==> config.mk <==
export PLATFORM = sky130hd
export DESIGN_NAME = knap_search
export DESIGN_NICKNAME = d
export VERILOG_FILES = /design/src/rtl/knap_pkg.sv /design/src/rtl/knap_eval.sv /design/src/rtl/knap_search.sv
export SDC_FILE = /design/constraint.sdc
export NUM_CORES = 1
export LEC_CHECK = 0
export ABC_CLOCK_PERIOD_IN_PS = 10400
export BUFFER_PORTS_ARGS = -buffer_cell sky130_fd_sc_hd__clkbuf_2
export CAP_MARGIN = 20
export CORE_MARGIN = 2
export CORE_UTILIZATION = 35
export CTS_BUF_LIST = sky130_fd_sc_hd__clkbuf_4 sky130_fd_sc_hd__clkbuf_8
export DETAILED_ROUTE_END_ITERATION = 12
export PLACE_DENSITY = 0.59
export SLEW_MARGIN = 25
export SYNTH_ARGS = -nofsm -noshare
export SYNTH_HDL_FRONTEND = slang
export SYNTH_SLANG_ARGS = --single-unit
==> constraint.sdc <==
create_clock -name clk -period 10.4 [get_ports clk]
set_clock_uncertainty 0.05 [all_clocks]
set_input_delay 1.04 -clock clk [delete_from_list [all_inputs] [get_ports clk]]
set_output_delay 1.04 -clock clk [all_outputs]
set_load 0.005 [all_outputs]
==> src/rtl/knap_pkg.sv <==
// Shared constants and state encoding for the exhaustive knapsack search.
// Optional KNAP_COUNT_EN build adds a feasible-subset counter output.
package knap_pkg;
    localparam int N_ITEMS = 5;
    localparam int VW      = 7;
    localparam int SUM_W   = VW + 3;

    typedef enum logic [1:0] {
        IDLE,
        SCAN,
        DONE
    } state_t;
endpackage

==> src/rtl/knap_eval.sv <==
// Combinational subset evaluator: masked sums of value, weight and volume
// against the latched limits.
module knap_eval #(
    parameter int N_ITEMS = knap_pkg::N_ITEMS,
    parameter int VW      = knap_pkg::VW
) (
    input  logic [N_ITEMS-1:0][VW-1:0] value,
    input  logic [N_ITEMS-1:0][VW-1:0] weight,
    input  logic [N_ITEMS-1:0][VW-1:0] volume,
    input  logic [N_ITEMS-1:0]         mask,
    input  logic [VW-1:0]              min_value,
    input  logic [VW-1:0]              max_weight,
    input  logic [VW-1:0]              max_volume,
    output logic [VW+2:0]              tot_value,
    output logic                       feasible
);
    localparam int SW = VW + 3;

    logic [SW-1:0] tot_weight;
    logic [SW-1:0] tot_volume;

    // Three extra bits hold the sum of up to eight full-scale items exactly.
    always_comb begin
        tot_value  = '0;
        tot_weight = '0;
        tot_volume = '0;
        for (int i = 0; i < N_ITEMS; i++) begin
            if (mask[i]) begin
                tot_value  = tot_value + SW'(value[i]);
                tot_weight = tot_weight + SW'(weight[i]);
                tot_volume = tot_volume + SW'(volume[i]);
            end
        end
        feasible = (tot_value >= SW'(min_value)) &&
                   (tot_weight <= SW'(max_weight)) &&
                   (tot_volume <= SW'(max_volume));
    end
endmodule

==> src/rtl/knap_search.sv <==
// Exhaustive knapsack search: one subset per cycle, keeps the best value.
// Define KNAP_COUNT_EN to add the feas_count output.
module knap_search #(
    parameter int N_ITEMS = knap_pkg::N_ITEMS,
    parameter int VW      = knap_pkg::VW
) (
    input  logic                       clk,
    input  logic                       rst_n,
    input  logic                       cfg_we,
    input  logic [$clog2(N_ITEMS)-1:0] cfg_idx,
    input  logic [VW-1:0]              cfg_value,
    input  logic [VW-1:0]              cfg_weight,
    input  logic [VW-1:0]              cfg_volume,
    input  logic [VW-1:0]              min_value,
    input  logic [VW-1:0]              max_weight,
    input  logic [VW-1:0]              max_volume,
    input  logic                       start,
    output logic                       busy,
    output logic                       done,
    output logic                       found,
    output logic [N_ITEMS-1:0]         best_mask,
    output logic [VW+2:0]              best_value
`ifdef KNAP_COUNT_EN
    ,
    output logic [N_ITEMS:0]           feas_count
`endif
);
    import knap_pkg::*;

    localparam int SW = VW + 3;

    state_t                    state;
    logic [N_ITEMS:0]          mask;
    logic [N_ITEMS-1:0][VW-1:0] tbl_value;
    logic [N_ITEMS-1:0][VW-1:0] tbl_weight;
    logic [N_ITEMS-1:0][VW-1:0] tbl_volume;
    logic [VW-1:0]             lim_value;
    logic [VW-1:0]             lim_weight;
    logic [VW-1:0]             lim_volume;
    logic [SW-1:0]             tot_value;
    logic                      feasible;

    knap_eval #(
        .N_ITEMS (N_ITEMS),
        .VW      (VW)
    ) u_eval (
        .value      (tbl_value),
        .weight     (tbl_weight),
        .volume     (tbl_volume),
        .mask       (mask[N_ITEMS-1:0]),
        .min_value  (lim_value),
        .max_weight (lim_weight),
        .max_volume (lim_volume),
        .tot_value  (tot_value),
        .feasible   (feasible)
    );

    // mask's top bit marks the scan as exhausted, giving one settle cycle before DONE.
    always_ff @(posedge clk or negedge rst_n) begin
        if (!rst_n) begin
            state      <= IDLE;
            mask       <= '0;
            tbl_value  <= '0;
            tbl_weight <= '0;
            tbl_volume <= '0;
            lim_value  <= '0;
            lim_weight <= '0;
            lim_volume <= '0;
            busy       <= 1'b0;
            done       <= 1'b0;
            found      <= 1'b0;
            best_mask  <= '0;
            best_value <= '0;
`ifdef KNAP_COUNT_EN
            feas_count <= '0;
`endif
        end else begin
            unique case (state)
                IDLE: begin
                    done <= 1'b0;
                    if (cfg_we && (int'(cfg_idx) < N_ITEMS)) begin
                        tbl_value[cfg_idx]  <= cfg_value;
                        tbl_weight[cfg_idx] <= cfg_weight;
                        tbl_volume[cfg_idx] <= cfg_volume;
                    end
                    if (start) begin
                        lim_value  <= min_value;
                        lim_weight <= max_weight;
                        lim_volume <= max_volume;
                        found      <= 1'b0;
                        best_mask  <= '0;
                        best_value <= '0;
                        mask       <= '0;
                        busy       <= 1'b1;
                        state      <= SCAN;
`ifdef KNAP_COUNT_EN
                        feas_count <= '0;
`endif
                    end
                end
                SCAN: begin
                    if (mask[N_ITEMS]) begin
                        done  <= 1'b1;
                        state <= DONE;
                    end else begin
                        if (feasible && (!found || tot_value > best_value)) begin
                            found      <= 1'b1;
                            best_mask  <= mask[N_ITEMS-1:0];
                            best_value <= tot_value;
                        end
`ifdef KNAP_COUNT_EN
                        if (feasible) feas_count <= feas_count + 1'b1;
`endif
                        mask <= mask + 1'b1;
                    end
                end
                DONE: begin
                    done  <= 1'b0;
                    busy  <= 1'b0;
                    state <= IDLE;
                end
                default: state <= IDLE;
            endcase
        end
    end
endmodule

# Yosys cells after proc, flatten, opt, wreduce, memory -nomap -nowiden

Cells that the tools add are included.

Add/subtract/negate cells: 13
Magnitude comparators: 7
Equal/unequal tests: 6
Mux-type cells: 42
Reductions and logical operators: 20

Operators by type and width:

| operator              | count |
|---|---|
| $mux W10              | 15 |
| $bwmux W35            | 3 |
| $add A10 B7 Y10       | 9 |
| $mux W7               | 4 |
| $add A7 B7 Y8         | 3 |
| $demux W7 S3          | 1 |
| $le A10 B7 Y1         | 2 |
| $pmux W10 S2          | 1 |
| $mux W5               | 3 |
| $mux W6               | 2 |
| $pmux W6 S2           | 1 |
| $reduce_and A2 Y1     | 6 |
| $ge A10 B7 Y1         | 1 |
| $gt A10 B10 Y1        | 1 |
| $pmux W5 S2           | 1 |
| $ne A2 B2 Y1 const B  | 4 |
| $add A6 B1 Y6 const B | 1 |
| $pmux W1 S2           | 3 |
| $reduce_bool A2 Y1    | 3 |
| $logic_and A1 B1 Y1   | 5 |
| $mux W1               | 5 |
| $lt A3 B4 Y1 const B  | 1 |
| $mux W2               | 2 |
| $pmux W2 S2           | 1 |
| 10 further kinds      | 10 |

Bits in registers: 152
Input port bits: 49
Output and inout port bits: 18
Logic and storage cells: 114

# Depth between registers and ports, before layout

Gate-level depths: netlist (run 1).

Depth after elaboration: 16
Mapped depth: 40
Mapped depth without buffers: 38

# By module

From an unflattened synthesis (run 1), not the netlist that was laid out.

Cell total of the unflattened synthesis: 1209
Area, all modules: 11558.6 µm²

By module, submodules not included:

| module      | instances | cells each | area an instance (µm²) | seq. area each (µm²) |
|---|---|---|---|---|
| knap_search | 1         | 451        | 6089.6                 | 3803.6 |
| knap_eval   | 1         | 758        | 5469.0                 | 0.0 |

# Least setup slack after synthesis (run 1)

Ideal clock, no wire load.

Path kind: register to register
Start: register mask[0]
End: register best_mask[4]
Setup time: 0.137 ns
Arrival time: 7.379 ns
Data required time: 10.213 ns
Slack: 2.834 ns
Stages on the path, launching flop included: 34
Buffers on the path: 3
Clock period less this slack: 7.566 ns
Path through: dfrtp_1 > buf_4 > clkbuf_1 > and2_1 > ha_1 > fa_1 > a21o_1 > a21o_1 > xor2_1 > nand2_1 > o21ai_0 > ha_1 > a21boi_0 > a21oi_1 > mux2_2 > ha_1 > a21boi_0 > o21a_1 > nor2_1 > xnor2_1 > mux2_2 > ha_1 > xor2_1 > mux2_2 > ha_1 > a2111oi_0 > a31oi_1 > or3_1 > or3_1 > a2111oi_1 > o2111ai_1 > nor3_2 > buf_4 > o22ai_1

Cells in the longest elaborated chain, start to end: 15
Elaborated cells between the ends (all ways): 37
Classes of those cells: add/sub: 12; order compare: 4; eq/ne: 1; mux: 15; reduce/logical: 5

Ends and longest elaborated chain:

| item                                                  | RTL line                         | text |
|---|---|---|
| from (decl)                                           | knap_search.sv:33                | `logic [N_ITEMS:0] mask;` |
| from (signal assigned)                                | knap_search.sv:114               | `mask <= mask + 1'b1;` |
| $mux W7                                               | knap_eval.sv:28                  | `if (mask[i]) begin` |
| $add A7 B7 Y8 (on tied branches)                      | knap_eval.sv:29, knap_eval.sv:30 |  |
| $mux W10                                              | knap_eval.sv:28                  |  |
| $add A10 B7 Y10 (on tied branches)                    | knap_eval.sv:29, knap_eval.sv:30 |  |
| $mux W10                                              | knap_eval.sv:28                  |  |
| $add A10 B7 Y10 (on tied branches)                    | knap_eval.sv:29, knap_eval.sv:30 |  |
| $mux W10                                              | knap_eval.sv:28                  |  |
| $add A10 B7 Y10 (on tied branches)                    | knap_eval.sv:29, knap_eval.sv:30 |  |
| $mux W10                                              | knap_eval.sv:28                  |  |
| $ge A10 B7 Y1 / $le A10 B7 Y1 (equally long branches) | knap_eval.sv:34, knap_eval.sv:35 |  |
| $logic_and A1 B1 Y1                                   | knap_eval.sv:34                  | `feasible = (tot_value >= SW'(min_value)) &&` |
| $logic_and A1 B1 Y1                                   | knap_eval.sv:35                  | `(tot_weight <= SW'(max_weight)) &&` |
| $logic_and A1 B1 Y1 (*)                               | knap_search.sv:106               | `if (feasible && (!found \|\| tot_value > best_value)) begin` |
| $ne A2 B2 Y1 (no line) (*)                            | n/a                              |  |
| $reduce_and A4 Y1 (no line) (*)                       | n/a                              |  |
| to (signal assigned)                                  | knap_search.sv:108               | `best_mask <= mask[N_ITEMS-1:0];` |
| to (decl)                                             | knap_search.sv:21                | `output logic [N_ITEMS-1:0] best_mask,` |

Every way passes the cells marked *; elsewhere a longest branch is shown, timed or not.
A chain may end at the register's enable or synchronous reset.

# Worst setup path in the final report (run 1)

Start: register mask[0]
End: register best_value[9]

Cells in the longest elaborated chain, start to end: 15
Elaborated cells between the ends (all ways): 40
Classes of those cells: add/sub: 12; order compare: 4; eq/ne: 1; mux: 18; reduce/logical: 5

Ends and longest elaborated chain:

| item                                                  | RTL line                         | text |
|---|---|---|
| $mux W7                                               | knap_eval.sv:28                  |  |
| $add A7 B7 Y8 (on tied branches)                      | knap_eval.sv:29, knap_eval.sv:30 |  |
| $mux W10                                              | knap_eval.sv:28                  |  |
| $add A10 B7 Y10 (on tied branches)                    | knap_eval.sv:29, knap_eval.sv:30 |  |
| $mux W10                                              | knap_eval.sv:28                  |  |
| $add A10 B7 Y10 (on tied branches)                    | knap_eval.sv:29, knap_eval.sv:30 |  |
| $mux W10                                              | knap_eval.sv:28                  |  |
| $add A10 B7 Y10 (on tied branches)                    | knap_eval.sv:29, knap_eval.sv:30 |  |
| $mux W10                                              | knap_eval.sv:28                  |  |
| $ge A10 B7 Y1 / $le A10 B7 Y1 (equally long branches) | knap_eval.sv:34, knap_eval.sv:35 |  |
| $logic_and A1 B1 Y1                                   | knap_eval.sv:34                  |  |
| $logic_and A1 B1 Y1                                   | knap_eval.sv:35                  |  |
| $logic_and A1 B1 Y1                                   | knap_search.sv:106               |  |
| $ne A2 B2 Y1 (no line)                                | n/a                              |  |
| $reduce_and A4 Y1 (no line)                           | n/a                              |  |
| to (signal assigned)                                  | knap_search.sv:109               | `best_value <= tot_value;` |
| to (decl)                                             | knap_search.sv:22                | `output logic [VW+2:0] best_value` |

Parallel ways exist; a longest one is shown, timed or not. The select of a mux whose other input is x is not followed.

==> results of run 1 <==
## metrics by stage
step,instance area (sq um),hold slack [ns],util,setup WS [ns]
final,12800,0.447,0.393,1.68
after global routing,12800,0.471,0.393,0.912
after CTS,12700,0.455,0.393,1.51
after detailed placement,12300,0.427,0.380,1.61
after global placement,12300,0.420,0.380,1.76
after floorplan,11500,0.402,-,2.83
## flip-flops by register name, indices dropped and copies added (netlist names)
| register | flops |
|---|---|
| tbl_weight | 35 |
| best_value | 10 |
| busy | 1 |
| lim_value | 7 |
| mask | 6 |
| state | 2 |
| tbl_value | 35 |
| lim_volume | 7 |
| found | 1 |
| done | 1 |
| tbl_volume | 35 |
| best_mask | 5 |
| lim_weight | 7 |
## kinds of logic after synthesis
| family | count (synthesis) | share of synthesized area |
|---|---|---|
| compound gates | 307 | 0.177 |
| simple gates | 272 | 0.113 |
| flops | 152 | 0.331 |
| mux | 142 | 0.138 |
| fa+ha+maj | 136 | 0.156 |
| buf+inv | 120 | 0.0403 |
| xor+xnor | 59 | 0.0462 |
## cell type report
cell class              count  area [sq um]  area share
multi-input cells         916          7240       0.568
clock buffers              19           255      0.0200
repair buffers             80           442      0.0346
inverters                  79           297      0.0232
flip-flops and latches    152          3800       0.298
well taps                 442           553      0.0433
clock inverters            12           166      0.0130
## worst reg2reg max path, delay by kind of cell, from the launching register on
kind            cells  cell delay [ns]
mux                 2             0.56
simple gates        6             1.78
xor+xnor            2             0.29
fa+ha+maj           6             1.89
compound gates     15             3.40
flops               1             0.62
## how the worst max path moves through the flow
stage / start / endpoint / slack, ns / cells after the start
2_1_floorplan: mask[0] / best_mask[4] / 2.83 / 33
3_3_place_gp: mask[0] / best_value[9] / 1.76 / 31
3_5_place_dp: mask[0] / best_mask[4] / 1.61 / 31
4_1_cts: mask[0] / best_value[9] / 1.51 / 31
5_1_grt: mask[0] / best_value[9] / 0.91 / 39
6_report: mask[0] / best_value[9] / 1.68 / 31
## layer usage
metal,vias to the layer above,routed length (um),track usage
met5,-,0,0
met4,0,355,0.0435
met3,24,644,0.0216
met2,116,13700,0.296
met1,4269,12800,0.220
li1,4398,-,-
## Yosys cell counts (6+ instances only)
library cell / count / area (sq um)
nand3_1: 13 / 65.1
inv_1: 79 / 297
dfrtp_1: 152 / 3800
fa_1: 12 / 240
mux2i_1: 12 / 120
nand2_1: 107 / 402
and3_1: 6 / 37.5
o21bai_1: 7 / 52.6
xnor2_1: 31 / 272
mux2_2: 130 / 1460
o21ai_0: 71 / 355
xor2_1: 27 / 236
o22ai_1: 8 / 50.1
nor2b_1: 16 / 100
and2_1: 16 / 100
o2bb2ai_1: 13 / 114
nand4_1: 9 / 56.3
nor2_1: 58 / 218
ha_1: 122 / 1530
a2111oi_0: 6 / 52.6
a21o_1: 24 / 180
o21ai_1: 10 / 50.1
o211ai_1: 10 / 75.1
clkbuf_1: 28 / 105
buf_1: 9 / 33.8
a211oi_1: 17 / 128
nand2b_1: 11 / 68.8
nor3_1: 6 / 30.0
a21oi_1: 65 / 325
o21a_1: 18 / 135
==> impl_metrics.tcl, run 1 <==
set metrics [dict create \
    setup_viol 0 \
    min_path_cells 1 \
    port_buffers 66 \
    syn_inst 1188 \
    cts_buffers 17 \
    synthArstFlopShare 1.00 \
    max_freq_mhz 115 \
    hold_end "done" \
    dr.pass1.iters 5 \
    startpoint_type "flop" \
    final_common_cell "dfrtp_1" \
    timing_hold_violations_final 0 \
    drt-total-wl_um 27500 \
    synth_ff_type "dfrtp_1" \
    worstMarginPinSlew_ns 0.971 \
    reg2regPathDepth 31 \
    rsz0062_at_grt "no" \
    syn_area_sq_um 11500 \
    clock-root-buffer "clkbuf_8" \
    area_delta_synth_final_pct 11.0 \
    required_ns 10.69 \
    critPathMaxFanout 15 \
    fin_setup_tns_ns 0 \
    viasPerCell 5.18 \
    antenna_found_initial 1 \
    ys_warn_count 0 \
    ys_ff_latch 152 \
    place.gp.congestion 0.875 \
    cpMaxStageDelayCell "dfrtp_1" \
    yosys.cell_types.count 79 \
    die_w_um 185 \
    io_pins 67 \
    r2r-end "best_value[9]" \
    final_cells 1700 \
    path_clk_slew_ns 0.09 \
    cp.buffers_inverters 0 \
    criticalPathCategory "flop to flop" \
    die_y_um 185 \
    postCtsHoldBufs 0 \
    grt-ovfl-total 0 \
    grt_pass1_wl_um 45800 \
    initial_utilization 0.354 \
    layout-drive-gt1-share 0.206 \
    synth_nets 1371 \
    finalNetCount 1429 \
    critical_path.endpoint_type "flop" \
    regToRegStartpoint "mask[0]" \
    placedCellCount 1669 \
    synth_edf_count 0 \
    ant_nets 0 \
    cts-resized-gates 0 \
    fillers 3199 \
    hold_class "flop to flop" \
    wire_per_inst_um 16.2 \
    status "finished, final reports clean" \
    cp_common_cell "ha_1" \
    vias 8807 \
    dp_hpwl_um 20800 \
    relSlewSlack 0.351 \
    min_period_ns 8.72 \
    drc_errors 0 \
    drv_cap 0 \
    crit_family "compound AO/OA/AOI/OAI gates" \
    cpPeakStageDelay_ns 0.62 \
    final_cell_mix "dfrtp_1 (152), mux2_2 (130), ha_1 (122)" \
    core_sq_um 32500 \
    cts.sinks 152 \
    insertion_delay_ns 0.48 \
    rows 66 \
    drv_slew 0 \
    die_area_sq_um 34300 \
    worstHoldStart "done" \
    rrSetupSlack_ns 1.68 \
    grt_start_max_net_pins 86 \
    drt_iter0_markers 427 \
    cts_buffer_depth 2 \
    htreeDepth 4 \
    syn_avg_cell_area_sq_um 9.68 \
    arrival_ns 9.01 \
    antennaDiodeCount 0 \
    grt_use_total 0.169 \
    ys_seq_area_frac 0.331 \
    cts_tree "done" \
    post_cts_buffers 0 \
    fin_crit_sh 0.839 \
    grt_pass1_vias 8889 \
]
Power of run 1 is left out: the tool's default activity adds up to more than one toggle a clock period on the data nets, which glitch-free logic cannot reach.
==> run 2: changes to the inputs <==
- ABC_CLOCK_PERIOD_IN_PS: 10400 -> 7000
- PLACE_DENSITY: 0.59 -> 0.61
- clock period: 10.4 -> 7 ns (I/O delays scaled with it)
==> impl_metrics.tcl, run 2 (same netlist as run 1, synthesis figures left out) <==
set metrics [dict create \
    status "finished with violations" \
    violations "setup timing" \
    arrival_ns 7.53 \
    layout-drive-gt1-share 0.358 \
    drc_errors 0 \
    routed.top_layer "met5" \
    critPathMaxFanout 5 \
    clock-root-buffer "clkbuf_8" \
    cp.buffers_inverters 1 \
    port_buffers 66 \
    cts_buffer_depth 2 \
    htreeDepth 4 \
    m1WireLength_um 12800 \
    crit_family "compound AO/OA/AOI/OAI gates" \
    critical_path.endpoint_type "flop" \
    cts_buffers 17 \
    cpPeakStageDelay_ns 0.52 \
    drv_cap 0 \
    wire_per_inst_um 15.5 \
    final_common_cell "buf_4" \
    dr.pass1.iters 4 \
    place.gp.congestion 0.814 \
    grt_pass1_wl_um 47500 \
    dp_hpwl_um 22100 \
    antenna_found_initial 2 \
    criticalPathCategory "flop to flop" \
    fin_crit_sh 1.03 \
    die_area_sq_um 34300 \
    final_cell_mix "buf_4 (166), dfrtp_1 (151), mux2_2 (125)" \
    seq_area_sq_um 3800 \
    fin_util 0.452 \
    fillers 3094 \
    reg_top3 "tbl_value (35), tbl_volume (35), tbl_weight (35)" \
    grt_start_max_net_pins 79 \
    path_clk_slew_ns 0.09 \
    ant_nets 0 \
    die_w_um 185 \
    worstMarginPinSlew_ns 0.934 \
    drt_iter0_markers 351 \
    required_ns 7.34 \
    critPathLaunch "mask[0]" \
    viasPerCell 5.08 \
    cp_common_cell "ha_4" \
    cpMaxStageDelayCell "or4_1" \
    rows 66 \
    relSlewSlack 0.376 \
    cts.sinks 152 \
    io_pins 67 \
    grt-ovfl-total 0 \
    initial_utilization 0.354 \
    route.met3.wl_um 826 \
    rsz0062_at_grt "yes" \
    core_sq_um 32500 \
    startpoint_type "flop" \
    insertion_delay_ns 0.47 \
    area_delta_synth_final_pct 27.6 \
    vias 9461 \
    grt_pass1_vias 9476 \
    hold_class "input pin to asynchronous set/reset pin" \
    finalNetCount 1589 \
    layout_setup_ws_ns -0.186 \
    drv_slew 0 \
    die_y_um 185 \
    min_period_ns 7.19 \
    max_freq_mhz 139 \
    regToRegStartpoint "mask[0]" \
    drt-total-wl_um 28800 \
    cts_tree "done" \
    setup_viol 16 \
    timing_hold_violations_final 0 \
    grt_use_total 0.175 \
    wl_met2_um 14700 \
    multiInputGateArea_sq_um 7850 \
]
-- run 2: cell types whose count changed in the layout (fill, tap and decap cells not counted), moves of 6 or more --
cell / before / now
buf_4: 14 / 166
a21oi_1: 65 / 49
a21oi_2: 0 / 16
ha_1: 122 / 108
o21ai_0: 71 / 57
ha_4: 0 / 12
o21ai_2: 0 / 10
a2111oi_0: 6 / 0
fa_1: 12 / 6
fa_2: 0 / 6
-- run 2: repair_timing --
item,4_1_cts,5_1_grt
setup buffers,7,12
resized for setup,40,38
gates cloned,1,1
pin swaps,24,21
hold buffers,0,0
endpoints found under the setup margin,16,16
-- run 2: final timing paths --
check,depth (start not counted),slack [ns],to
setup / recovery,34,-0.19,best_value[9]
hold / removal,1,0.22,lim_volume[1]
setup reg to reg,34,-0.19,best_value[9]
hold reg to reg,2,0.44,lim_volume[0]
max in group asynchronous,2,5.45,mask[0]
min in group clk,3,0.37,lim_value[0]
-- run 2: metrics by stage --
stage	instances	setup TNS [ns]	hold slack, ns	setup slack (ns)	cell area, sq um
final	1862	-2.30	0.220	-0.186	14700
after global routing	1860	-8.82	0.257	-0.590	14700
after global placement	1805	-4.05	0.424	-0.303	13600
after detailed placement	1807	-5.18	0.424	-0.381	13600
after CTS	1846	-2.93	0.227	-0.232	14300
after floorplan	1188	-0.365	0.354	-0.0467	11700
-- run 2: layout make-up --
type                       count  share of cell area
timing repair buffer         240               0.117
inverter                      79              0.0202
antenna                        2            0.000341
sequential                   152               0.259
tap                          442              0.0377
multi-input combinational    916               0.535
clock inverter                11              0.0115
clock buffer                  20              0.0188
-- run 2: worst reg2reg max path, delay by kind of cell (launching register included) --
kind | cells | cell delay (ns)
compound gates | 13 | 1.87
simple gates | 7 | 1.71
fa+ha+maj | 6 | 1.59
mux | 3 | 0.86
xor+xnor | 4 | 0.46
flops | 1 | 0.44
buf+inv | 1 | 0.14
-- run 2: routing by layer --
| layer | vias up | track usage |
|---|---|---|
| met1 | 4598 | 0.213 |
| met5 | - | 0 |
| met3 | 27 | 0.0289 |
| met4 | 4 | 0.0448 |
| met2 | 94 | 0.319 |
| li1 | 4738 | - |
Power of run 2 is left out for the same reason.
==> run 3: changes to the inputs <==
- ABC_CLOCK_PERIOD_IN_PS: 7000 -> 6300
- clock period: 7 -> 6.3 ns (I/O delays scaled with it)
==> impl_metrics.tcl, run 3 (same netlist as run 1, synthesis figures left out) <==
set metrics [dict create \
    cp_common_cell "ha_4" \
    criticalPathCategory "flop to flop" \
    rows 66 \
    grt-ovfl-total 0 \
    dp_hpwl_um 22400 \
    critPathMaxFanout 7 \
    timing_hold_violations_final 0 \
    grt_pass1_vias 9792 \
    rrSetupSlack_ns -1.13 \
    viasPerCell 5.08 \
    grt_util_met1 0.224 \
    die_area_sq_um 34300 \
    critPathLaunch "mask[0]" \
    drc_errors 0 \
    violations "setup timing" \
    ant_nets 0 \
    fin_setup_tns_ns -17.36 \
    cts_buffers 17 \
    critical_path.endpoint_type "flop" \
    pre_cts_slack_ns -1.31 \
    reg_top3 "tbl_value (35), tbl_volume (35), tbl_weight (35)" \
    drv_slew 0 \
    area_delta_synth_final_pct 31.5 \
    path_clk_slew_ns 0.10 \
    layout_setup_ws_ns -1.13 \
    vias 9780 \
    place.gp.congestion 0.850 \
    die_y_um 185 \
    regToRegStartpoint "mask[0]" \
    cts_buffer_depth 2 \
    port_buffers 66 \
    drt_iter0_markers 372 \
    clock-root-buffer "clkbuf_8" \
    io_pins 67 \
    startpoint_type "flop" \
    grt_use_total 0.179 \
    layout-drive-gt1-share 0.390 \
    final_cell_mix "buf_4 (233), dfrtp_1 (152), mux2_2 (125)" \
    met3_usage 0.0262 \
    htreeDepth 4 \
    dr.pass1.iters 4 \
    cts_tree "done" \
    worstMarginPinSlew_ns 1.05 \
    fin_area_sq_um 15100 \
    grtUsageMet2 0.313 \
    die_w_um 185 \
    busiest_layer "met2" \
    core_sq_um 32500 \
    drv_cap 0 \
    grt_pass1_wl_um 48600 \
    wire_per_inst_um 15.6 \
    antenna_found_initial 1 \
    cpMaxStageDelayCell "dfrtp_1" \
    min_period_ns 7.43 \
    hold_class "input pin to asynchronous set/reset pin" \
    required_ns 6.61 \
    arrival_ns 7.74 \
    fin_crit_sh 1.18 \
    setup_viol 16 \
    cpPeakStageDelay_ns 0.43 \
    relSlewSlack 0.297 \
    drt-total-wl_um 30000 \
    max_freq_mhz 135 \
    fin_util 0.466 \
    grt_start_max_net_pins 89 \
    cts.sinks 152 \
    initial_utilization 0.354 \
    status "finished with violations" \
    postCtsHoldBufs 0 \
    insertion_delay_ns 0.48 \
    rsz0062_at_grt "yes" \
    finalNetCount 1653 \
    final_common_cell "buf_4" \
    placed_cell_area_sq_um 14100 \
]
==> run 3: cell types whose count changed in the layout (fill, tap and decap cells not counted), sizes merged <==
| cell | before | now |
|---|---|---|
| clkbuf | 86 | 83 |
| buf | 174 | 238 |
| inv | 80 | 83 |
| clkinv | 5 | 9 |
| clkinvlp | 1 | 2 |
| bufinv | 4 | 0 |
==> run 3: per-layer routing <==
layer | routed length, um | part of all wire
met5 | 0 | 0
met4 | 719 | 0.024
met3 | 794 | 0.026
met2 | 14900 | 0.50
met1 | 13500 | 0.45
==> run 3: worst max-delay path: cells and delay by family (launching register included) <==
kind	cells	cell delay, ns
buffers and inverters	3	0.52
AND/OR/NAND/NOR	7	1.49
flip-flops	1	0.43
XOR/XNOR	4	0.42
adder cells (fa/ha/maj)	6	1.52
AO/OA/AOI/OAI	12	1.97
multiplexers	3	0.87
==> run 3: path summary, 6_finish.rpt <==
path	to	cells after the start
worst max-delay path	best_mask[0]	35
worst min-delay path	lim_volume[2]	1
worst max register to register	best_mask[0]	35
worst min register to register	lim_value[0]	2
max in group asynchronous	tbl_value[19]	2
min in group clk	lim_weight[0]	3
==> run 3: through the flow <==
stage,std cells,hold WS (ns)
CTS,1911,0.198
global route,1925,0.244
floorplan,1188,0.284
global placement,1868,0.423
detailed placement,1869,0.423
finish,1927,0.182
==> run 3: area by class of cell <==
class	count	area, sq um
Clock inverter	15	123
Clock buffer	17	234
Antenna cell	2	5.00
Sequential cell	152	3800
Fill cell	3084	17300
Inverter	79	297
Timing Repair Buffer	304	2180
Multi-Input combinational cell	916	7920
Tap cell	442	553
==> run 3: timing repair <==
item / in CTS / in global routing
endpoints found under the hold margin: 0 / 0
cloned: 0 / 1
pin swaps: 9 / 38
buffers inserted: 10 / 13
setup endpoints to repair: 16 / 16
gates resized for setup: 27 / 61
Power of run 3 is left out for the same reason.
